`config.mk`:
```
export PLATFORM = sky130hd
export DESIGN_NAME = btn_conditioner
export DESIGN_NICKNAME = d
export VERILOG_FILES = /design/src/rtl/btn_conditioner.sv
export SDC_FILE = /design/constraint.sdc
export NUM_CORES = 1
export LEC_CHECK = 0
export CORE_ASPECT_RATIO = 0.9
export CORE_UTILIZATION = 25
export DETAILED_ROUTE_END_ITERATION = 10
export GPL_TIMING_DRIVEN = 0
export PLACE_DENSITY = 0.37
export SYNTH_ARGS = -nofsm -noshare
export SYNTH_HDL_FRONTEND = slang
export SYNTH_SLANG_ARGS = --single-unit
```
`constraint.sdc`:
```
create_clock -name clk -period 3.7 [get_ports clk]
set_clock_uncertainty 0.2 [all_clocks]
set_input_delay 0.74 -clock clk [delete_from_list [all_inputs] [get_ports clk]]
set_output_delay 0.74 -clock clk [all_outputs]
set_load 0.02 [all_outputs]
```
`src/rtl/btn_conditioner.sv`:
```
// btn_conditioner: synchronizes, debounces and conditions the board push-buttons.
// Each bit gets a two-flop synchronizer, a debounce counter, registered
// press/release edge pulses and an IDLE/DELAY/REPEAT auto-repeat machine that
// produces the move pulses the maze game steps on.
module btn_conditioner #(
    parameter int N_BTN           = 5,
    parameter int DEBOUNCE_CYCLES = 1_000_000,
    parameter int REPEAT_DELAY    = 40_000_000,
    parameter int REPEAT_PERIOD   = 10_000_000
) (
    input  logic             clk,
    input  logic             reset_n,
    input  logic [N_BTN-1:0] btn_raw,
    output logic [N_BTN-1:0] btn_level,
    output logic [N_BTN-1:0] btn_press,
    output logic [N_BTN-1:0] btn_release,
    output logic [N_BTN-1:0] btn_move
);

    localparam int DB_W    = $clog2(DEBOUNCE_CYCLES + 1);
    localparam int RPT_MAX = (REPEAT_DELAY > REPEAT_PERIOD) ? REPEAT_DELAY : REPEAT_PERIOD;
    localparam int RPT_W   = $clog2(RPT_MAX + 1);

    localparam logic [DB_W-1:0]  DB_LAST  = DB_W'(DEBOUNCE_CYCLES - 1);
    localparam logic [DB_W-1:0]  DB_ONE   = DB_W'(1);
    localparam logic [RPT_W-1:0] RD_LAST  = RPT_W'(REPEAT_DELAY - 1);
    localparam logic [RPT_W-1:0] RP_LAST  = RPT_W'(REPEAT_PERIOD - 1);
    localparam logic [RPT_W-1:0] RPT_ONE  = RPT_W'(1);

    typedef enum logic [1:0] {
        IDLE   = 2'd0,
        DELAY  = 2'd1,
        REPEAT = 2'd2
    } rpt_state_t;

    logic [N_BTN-1:0] sync_p0;
    logic [N_BTN-1:0] sync_p1;
    logic [N_BTN-1:0] level_d;
    logic [N_BTN-1:0] rise;

    // Two-flop synchronizer for the asynchronous pins
    always_ff @(posedge clk or negedge reset_n) begin
        if (!reset_n) begin
            sync_p0 <= '0;
            sync_p1 <= '0;
        end else begin
            sync_p0 <= btn_raw;
            sync_p1 <= sync_p0;
        end
    end

    // Registered edge detection on the debounced level
    always_ff @(posedge clk or negedge reset_n) begin
        if (!reset_n) begin
            level_d     <= '0;
            btn_press   <= '0;
            btn_release <= '0;
        end else begin
            level_d     <= btn_level;
            btn_press   <= btn_level & ~level_d;
            btn_release <= ~btn_level & level_d;
        end
    end

    // A rise seen this cycle launches the press pulse and the repeat machine together
    assign rise = btn_level & ~level_d;

    for (genvar i = 0; i < N_BTN; i++) begin : g_btn
        logic [DB_W-1:0]  db_cnt;
        logic             level_q;
        logic             move_q;
        logic             move_d;
        logic [RPT_W-1:0] rpt_cnt_q;
        logic [RPT_W-1:0] rpt_cnt_d;
        rpt_state_t       state_q;
        rpt_state_t       state_d;

        // Debounce: accept a change only after DEBOUNCE_CYCLES consecutive differing samples
        always_ff @(posedge clk or negedge reset_n) begin
            if (!reset_n) begin
                db_cnt  <= '0;
                level_q <= 1'b0;
            end else if (sync_p1[i] == level_q) begin
                db_cnt <= '0;
            end else if (db_cnt == DB_LAST) begin
                db_cnt  <= '0;
                level_q <= ~level_q;
            end else begin
                db_cnt <= db_cnt + DB_ONE;
            end
        end

        // Repeat machine state, counter and registered move pulse
        always_ff @(posedge clk or negedge reset_n) begin
            if (!reset_n) begin
                state_q   <= IDLE;
                rpt_cnt_q <= '0;
                move_q    <= 1'b0;
            end else begin
                state_q   <= state_d;
                rpt_cnt_q <= rpt_cnt_d;
                move_q    <= move_d;
            end
        end

        // Next-state: a dropped level always returns to IDLE, with no final move
        always_comb begin
            state_d = state_q;
            case (state_q)
                IDLE:    if (rise[i]) state_d = DELAY;
                DELAY:   if (!level_q) state_d = IDLE;
                         else if (rpt_cnt_q == RD_LAST) state_d = REPEAT;
                REPEAT:  if (!level_q) state_d = IDLE;
                default: state_d = IDLE;
            endcase
        end

        // Outputs: move pulse and counter update; the counter clears on every pulse so it never wraps
        always_comb begin
            move_d    = 1'b0;
            rpt_cnt_d = '0;
            case (state_q)
                IDLE: move_d = rise[i];
                DELAY: begin
                    if (level_q) begin
                        if (rpt_cnt_q == RD_LAST) move_d = 1'b1;
                        else rpt_cnt_d = rpt_cnt_q + RPT_ONE;
                    end
                end
                REPEAT: begin
                    if (level_q) begin
                        if (rpt_cnt_q == RP_LAST) move_d = 1'b1;
                        else rpt_cnt_d = rpt_cnt_q + RPT_ONE;
                    end
                end
                default: begin
                    move_d    = 1'b0;
                    rpt_cnt_d = '0;
                end
            endcase
        end

        assign btn_level[i] = level_q;
        assign btn_move[i]  = move_q;
    end

endmodule

```
# --- Yosys cells after proc, flatten, opt, wreduce, memory -nomap -nowiden ---
# Index checks and enable logic that the tools add are counted.
classes:
  addsub: 10
  mul: 0
  div_mod_pow: 0
  n_lt_le_gt_ge: 0
  n_eq_ne: 45
  shift: 0
  mux: 85
  n_bitwise: 14
  reduce_logical: 15
ops:
  columns: ["operator", "n"]
  rows:
  - ["two-way mux 26 bit", 20]
  - ["case mux 26 bit (2 select lines)", 5]
  - ["two-way mux 20 bit", 10]
  - ["adder 26 x 1 -> 26 bit, second input constant", 5]
  - ["equality test 26 x 24 -> 1 bit, second input constant", 5]
  - ["equality test 26 bit, second input constant", 5]
  - ["adder 20 x 1 -> 20 bit, second input constant", 5]
  - ["equality test 20 bit, second input constant", 5]
  - ["two-way mux 2 bit", 20]
  - ["case mux 2 bit (3 select lines)", 5]
  - ["two-way mux 1 bit", 20]
  - ["inequality test 2 bit, second input constant", 10]
  - ["inequality test 3 bit, second input constant", 5]
  - ["case mux 1 bit (3 select lines)", 5]
  - ["AND reduction 3 bit", 5]
  - ["bitwise AND 5 bit", 2]
  - ["equality test 2 x 1 -> 1 bit, second input constant", 5]
  - ["equality test 2 bit, second input constant", 5]
  - ["logical NOT 2 bit", 5]
  - ["inverter 1 bit", 10]
  - ["inverter 5 bit", 2]
  - ["AND reduction 2 bit", 5]
  - ["equality test 1 bit", 5]
word_totals:
  regBits: 275
  latch_bits: 0
  ram_bits: 0
  romBits: 0
  output_inout_bits: 20
  word_cells: 199
  n_memories: 0

# --- Depth between registers and ports, before layout ---
depth:
  word_depth: 4
  mapped_depth: 8
  ltp_nobuf: 7

# --- Worst setup path after synthesis ---
# OpenSTA, ideal clock, no wires.
synth_timing:
  path_kind: "reg2reg"
  startpoint: "reg g_btn[3].rpt_cnt_q[16]"
  endpoint: "reg g_btn[3].rpt_cnt_q[12]"
  arrival_ps: 1887
  required_ps: 3381
  setup_slack_ps: 1494
  stages_incl_launch_ff: 7
  synth_period_minus_slack_ps: 2206
  path_cell_list: "dfrtp_1 -> or4b_1 -> or4_4 -> o21ai_2 -> a21o_4 -> buf_12 -> nor2_2"
synth_via:
  elab_chain_cells: 4
  word_cells_on_any_way: 7
synth_lines:
  columns: ["element", "line_no", "text"]
  rows:
  - ["from (decl)", "73", "logic [RPT_W-1:0] rpt_cnt_q;"]
  - ["from (signal assigned)", "101", "rpt_cnt_q <= rpt_cnt_d;"]
  - ["equality test 26 x 24 -> 1 bit / equality test 26 bit (equally long branches)", "132, 126", null]
  - ["two-way mux 26 bit (on tied branches)", "132, 126", null]
  - ["two-way mux 26 bit (on tied branches)", "131, 125", null]
  - ["case mux 26 bit (2 select lines) *", "122", "case (state_q)"]
  - ["via g_btn[3].rpt_cnt_d[12]", "74", "logic [RPT_W-1:0] rpt_cnt_d;"]
# Mark *: on every way through the listed nets, which the timed path passes. The rest lies on a longest branch.
# A chain may end at the register's enable or synchronous reset.

# --- Worst setup path in the final report ---
layout_timing:
  startpoint: "reg g_btn[4].db_cnt[0]"
  endpoint: "reg g_btn[4].db_cnt[11]"
layout_via:
  elab_chain_cells: 3
  word_cells_on_any_way: 4
layout_lines:
  columns: ["element", "line_no", "text"]
  rows:
  - ["from (decl)", "69", "logic [DB_W-1:0] db_cnt;"]
  - ["from (signal assigned)", "89", "db_cnt <= db_cnt + DB_ONE;"]
  - ["adder 20 x 1 -> 20 bit / equality test 20 bit (equally long branches)", "89, 85", null]
  - ["two-way mux 20 bit *", "85", "end else if (db_cnt == DB_LAST) begin"]
  - ["two-way mux 20 bit *", "83", "end else if (sync_p1[i] == level_q) begin"]
# Mark *: on every way between the ends. The rest lies on a longest branch, timed or not.

==> run_results.csv <==
group,metric,value,unit
floorplan,dieArea,0.0561,mm2
global_route,grt_antenna_before_repair,1,
detailed_routing,firstDrtPassIters,5,
detailed_routing,viasPerCell,4.45,
synthesis,ys_ff_latch,275,
run_status,outcome,"finished clean",
critical_path,worst-setup-path-type,"flip-flop to flip-flop",
floorplan,die_y,225,um
detailed_routing,dr.first_iter.drc_count,466,
global_route,gr-usage-met2,0.166,
global_route,use_met3,0.0208,
detailed_routing,vias,9837,
synthesis,synthesis.nets,1453,
detailed_routing,drc,0,
detailed_routing,ant_nets,0,
critical_path,crit_fanout,10,
global_route,met1_usage,0.160,
timing,worst_slew_pin_slew,985,ps
flow_run,drv_cap,0,
synthesis,synth_most_common_cell,"dfrtp_1",
critical_path,start_kind,"flip-flop",
timing,max_slew_margin,0.337,
global_route,grt_pass1_wl,51900,um
final_layout,num-nets-final,1520,
timing,whs,49.3,ps
clock_network,path_clk_slew,50,ps
critical_path,crit_required,3890,ps
synthesis,syn-cell-area,0.0138,mm2
place,place.port_buffers,26,
final_layout,reg_top3,"g_btn.rpt_cnt_q: 130 flops, g_btn.db_cnt: 100 flops, g_btn.state_q: 10 flops",
final_layout,areaGrowthSynthToFinish,17.8,%
power_and_ir_drop,ir_worst_vdd,0.234,mV
floorplan,initial_core_util,0.254,
final_layout,drive_gt1_frac,0.0915,
min_path,hold_path.class,"input pin to asynchronous set/reset pin",
detailed_routing,avgRoutedWirePerCell,13.5,um
synthesis,yosys-top-cells-count,"dfrtp_1 (275), nor2_1 (257), nand2_1 (110)",
synthesis,ys_seq_area_frac,0.499,
floorplan,core,0.0544,mm2
clock_network,cts_tree,"built",
critical_path,worstPathArrival,2920,ps
global_route,grt_max_degree,110,
final_layout,top_register,"g_btn.rpt_cnt_q",
synthesis,synth.area.top_cells,"dfrtp_1 (50%), nor2_1 (7.0%), xnor2_1 (6.9%)",
timing,fin_setup_tns,0,ps
floorplan,io_pins,27,
timing,period_needed,2730,ps
final_layout,largest_reg_flops,130,
timing,slew_viol_final,0,
final_layout,regArea,0.00688,mm2
timing,hold_viol,0,
clock_network,ctsHoldBuffers,0,
clock_network,numCtsBuffers,36,
floorplan,die_x,250,um
timing,rsz0062_at_grt,"false",
timing,period_share,0.737,
synthesis,synth_top_cell_by_area,"dfrtp_1",
detailed_routing,drt-total-wl,29800,um
critical_path,worstSetupEndpointType,"flip-flop",
final_layout,fillers,5644,
final_layout,final_core_util,0.299,
place,placed_area,0.0150,mm2
clock_network,clk_latency,520,ps
clock_network,clk_path_buf_depth,3,
synthesis,synthArstFlopShare,1.00,
global_route,grt_overflow,0,
power_and_ir_drop,power_density,422,mW/mm2
final_layout,fin_area,0.0163,mm2
power_and_ir_drop,fin_total_pwr,6860,uW
synthesis,netlist.area_leader.share,0.499,
place,gp_congestion,0.741,
clock_network,cts-htree-levels,2,
clock_network,clock-sinks,275,
synthesis,synth-edff-count,0,
timing,setup_viol_count_final,0,
synthesis,yosys_warnings,0,
synthesis,synth.distinct_cells,62,
final_layout,antenna_cells,0,
final_layout,multiInputGateArea,0.00647,mm2
power_and_ir_drop,power.leakage,0.00639,uW
clock_network,ctsResizeCount,0,
synthesis,synthCells,1415,
place,dp.final_hpwl,19800,um
synthesis,avgSynthCellArea,9.75,um2
floorplan,rows,81,
global_route,top_usage_layer,"met2",
global_route,grt_use_total,0.111,
clock_network,cts_root_buf,"clkbuf_16",
global_route,grt_pass1_vias,9920,
timing,fmax,367,MHz
clock_network,cts_setup_buffers,0,
synthesis,ys.flop_type,"dfrtp_1",
[logic make-up (layout without fill, tap and decap cells)]
| family | Yosys count | in the layout | synth area share |
|---|---|---|---|
| AOI/OAI and AO/OA | 51 | 51 | 0.0274 |
| xor gates and xnor gates | 211 | 211 | 0.134 |
| adders and majority gates | 31 | 31 | 0.0281 |
| buffers and inverters | 91 | 184 | 0.0327 |
| DFF | 275 | 275 | 0.499 |
| muxes | 6 | 6 | 0.00481 |
| and+or+nand+nor | 750 | 750 | 0.274 |
[where the power goes]
group          internal [uW]  switching [uW]  total (uW)
Clock                   2350            1350        3700
Combinational           31.3            92.9         124
Sequential              3030            17.1        3040
Total                   5410            1460        6860
[layout by cell type (no fill, tap or decap), types with 8 or more instances in the layout]
cell               n
a21oi_1           11
and2_1             8
and3_1            24
and4_1            15
buf_2             14
buf_4             12
clkbuf_1          19
clkbuf_16         37
clkdlybuf4s50_1   25
clkinv_2           8
dfrtp_1          275
ha_1              31
inv_1             48
nand2_1          110
nand3_1           81
nand4_1           68
nor2_1           257
nor2_2            20
nor2b_1           12
nor3_1            43
nor4_1            43
nor4b_1           11
o21ai_0           11
or2_2             10
or3_1              8
xnor2_1          108
xor2_1           103
[worst max-delay path, stage by stage, from the launching register on]
cell     delay [ps]
dfrtp_1         380
ha_1            250
and4_1          280
nand2_1         100
nor4_1          620
or2_2           210
buf_2           220
buf_2           270
nor2_1           70
[through the flow]
| step | std cells | setup WS [ps] |
|---|---|---|
| 6_report | 2213 | 975 |
| 5_1_grt | 2213 | 743 |
| 4_1_cts | 2212 | 853 |
| 3_5_place_dp | 2148 | 879 |
| 3_3_place_gp | 2146 | -11640 |
| 2_1_floorplan | 1415 | 1490 |
[worst paths after layout]
path | startpoint | end | slack (ps) | cells past startpoint
max | g_btn[4].db_cnt[0]$_DFF_PN0_ | g_btn[4].db_cnt[11]$_DFF_PN0_ | 970 | 8
min | reset_n | g_btn[4].move_q$_DFF_PN0_ | 50 | 1
min reg2reg | sync_p0[2]$_DFF_PN0_ | sync_p1[2]$_DFF_PN0_ | 150 | 0
max reg2reg | g_btn[4].db_cnt[0]$_DFF_PN0_ | g_btn[4].db_cnt[11]$_DFF_PN0_ | 970 | 8
min in group clk | sync_p0[2]$_DFF_PN0_ | sync_p1[2]$_DFF_PN0_ | 150 | 0
max in group asynchronous | reset_n | g_btn[3].rpt_cnt_q[11]$_DFF_PN0_ | 1870 | 3
[per-layer routing]
layer / part of all wire / up-vias
li1: - / 4971
met1: 0.52 / 4701
met2: 0.42 / 118
met3: 0.034 / 47
met4: 0.020 / 0
met5: 0 / -
[cell type report]
type | count | area share
plain buffers | 43 | 0.0167
clock buffers | 48 | 0.0626
clock inverters | 16 | 0.0145
inverters | 48 | 0.0111
multi-input cells | 1049 | 0.398
flip-flops and latches | 275 | 0.423
well taps | 705 | 0.0543
repair buffers | 29 | 0.0200
Power figures use the tool's default switching activity.
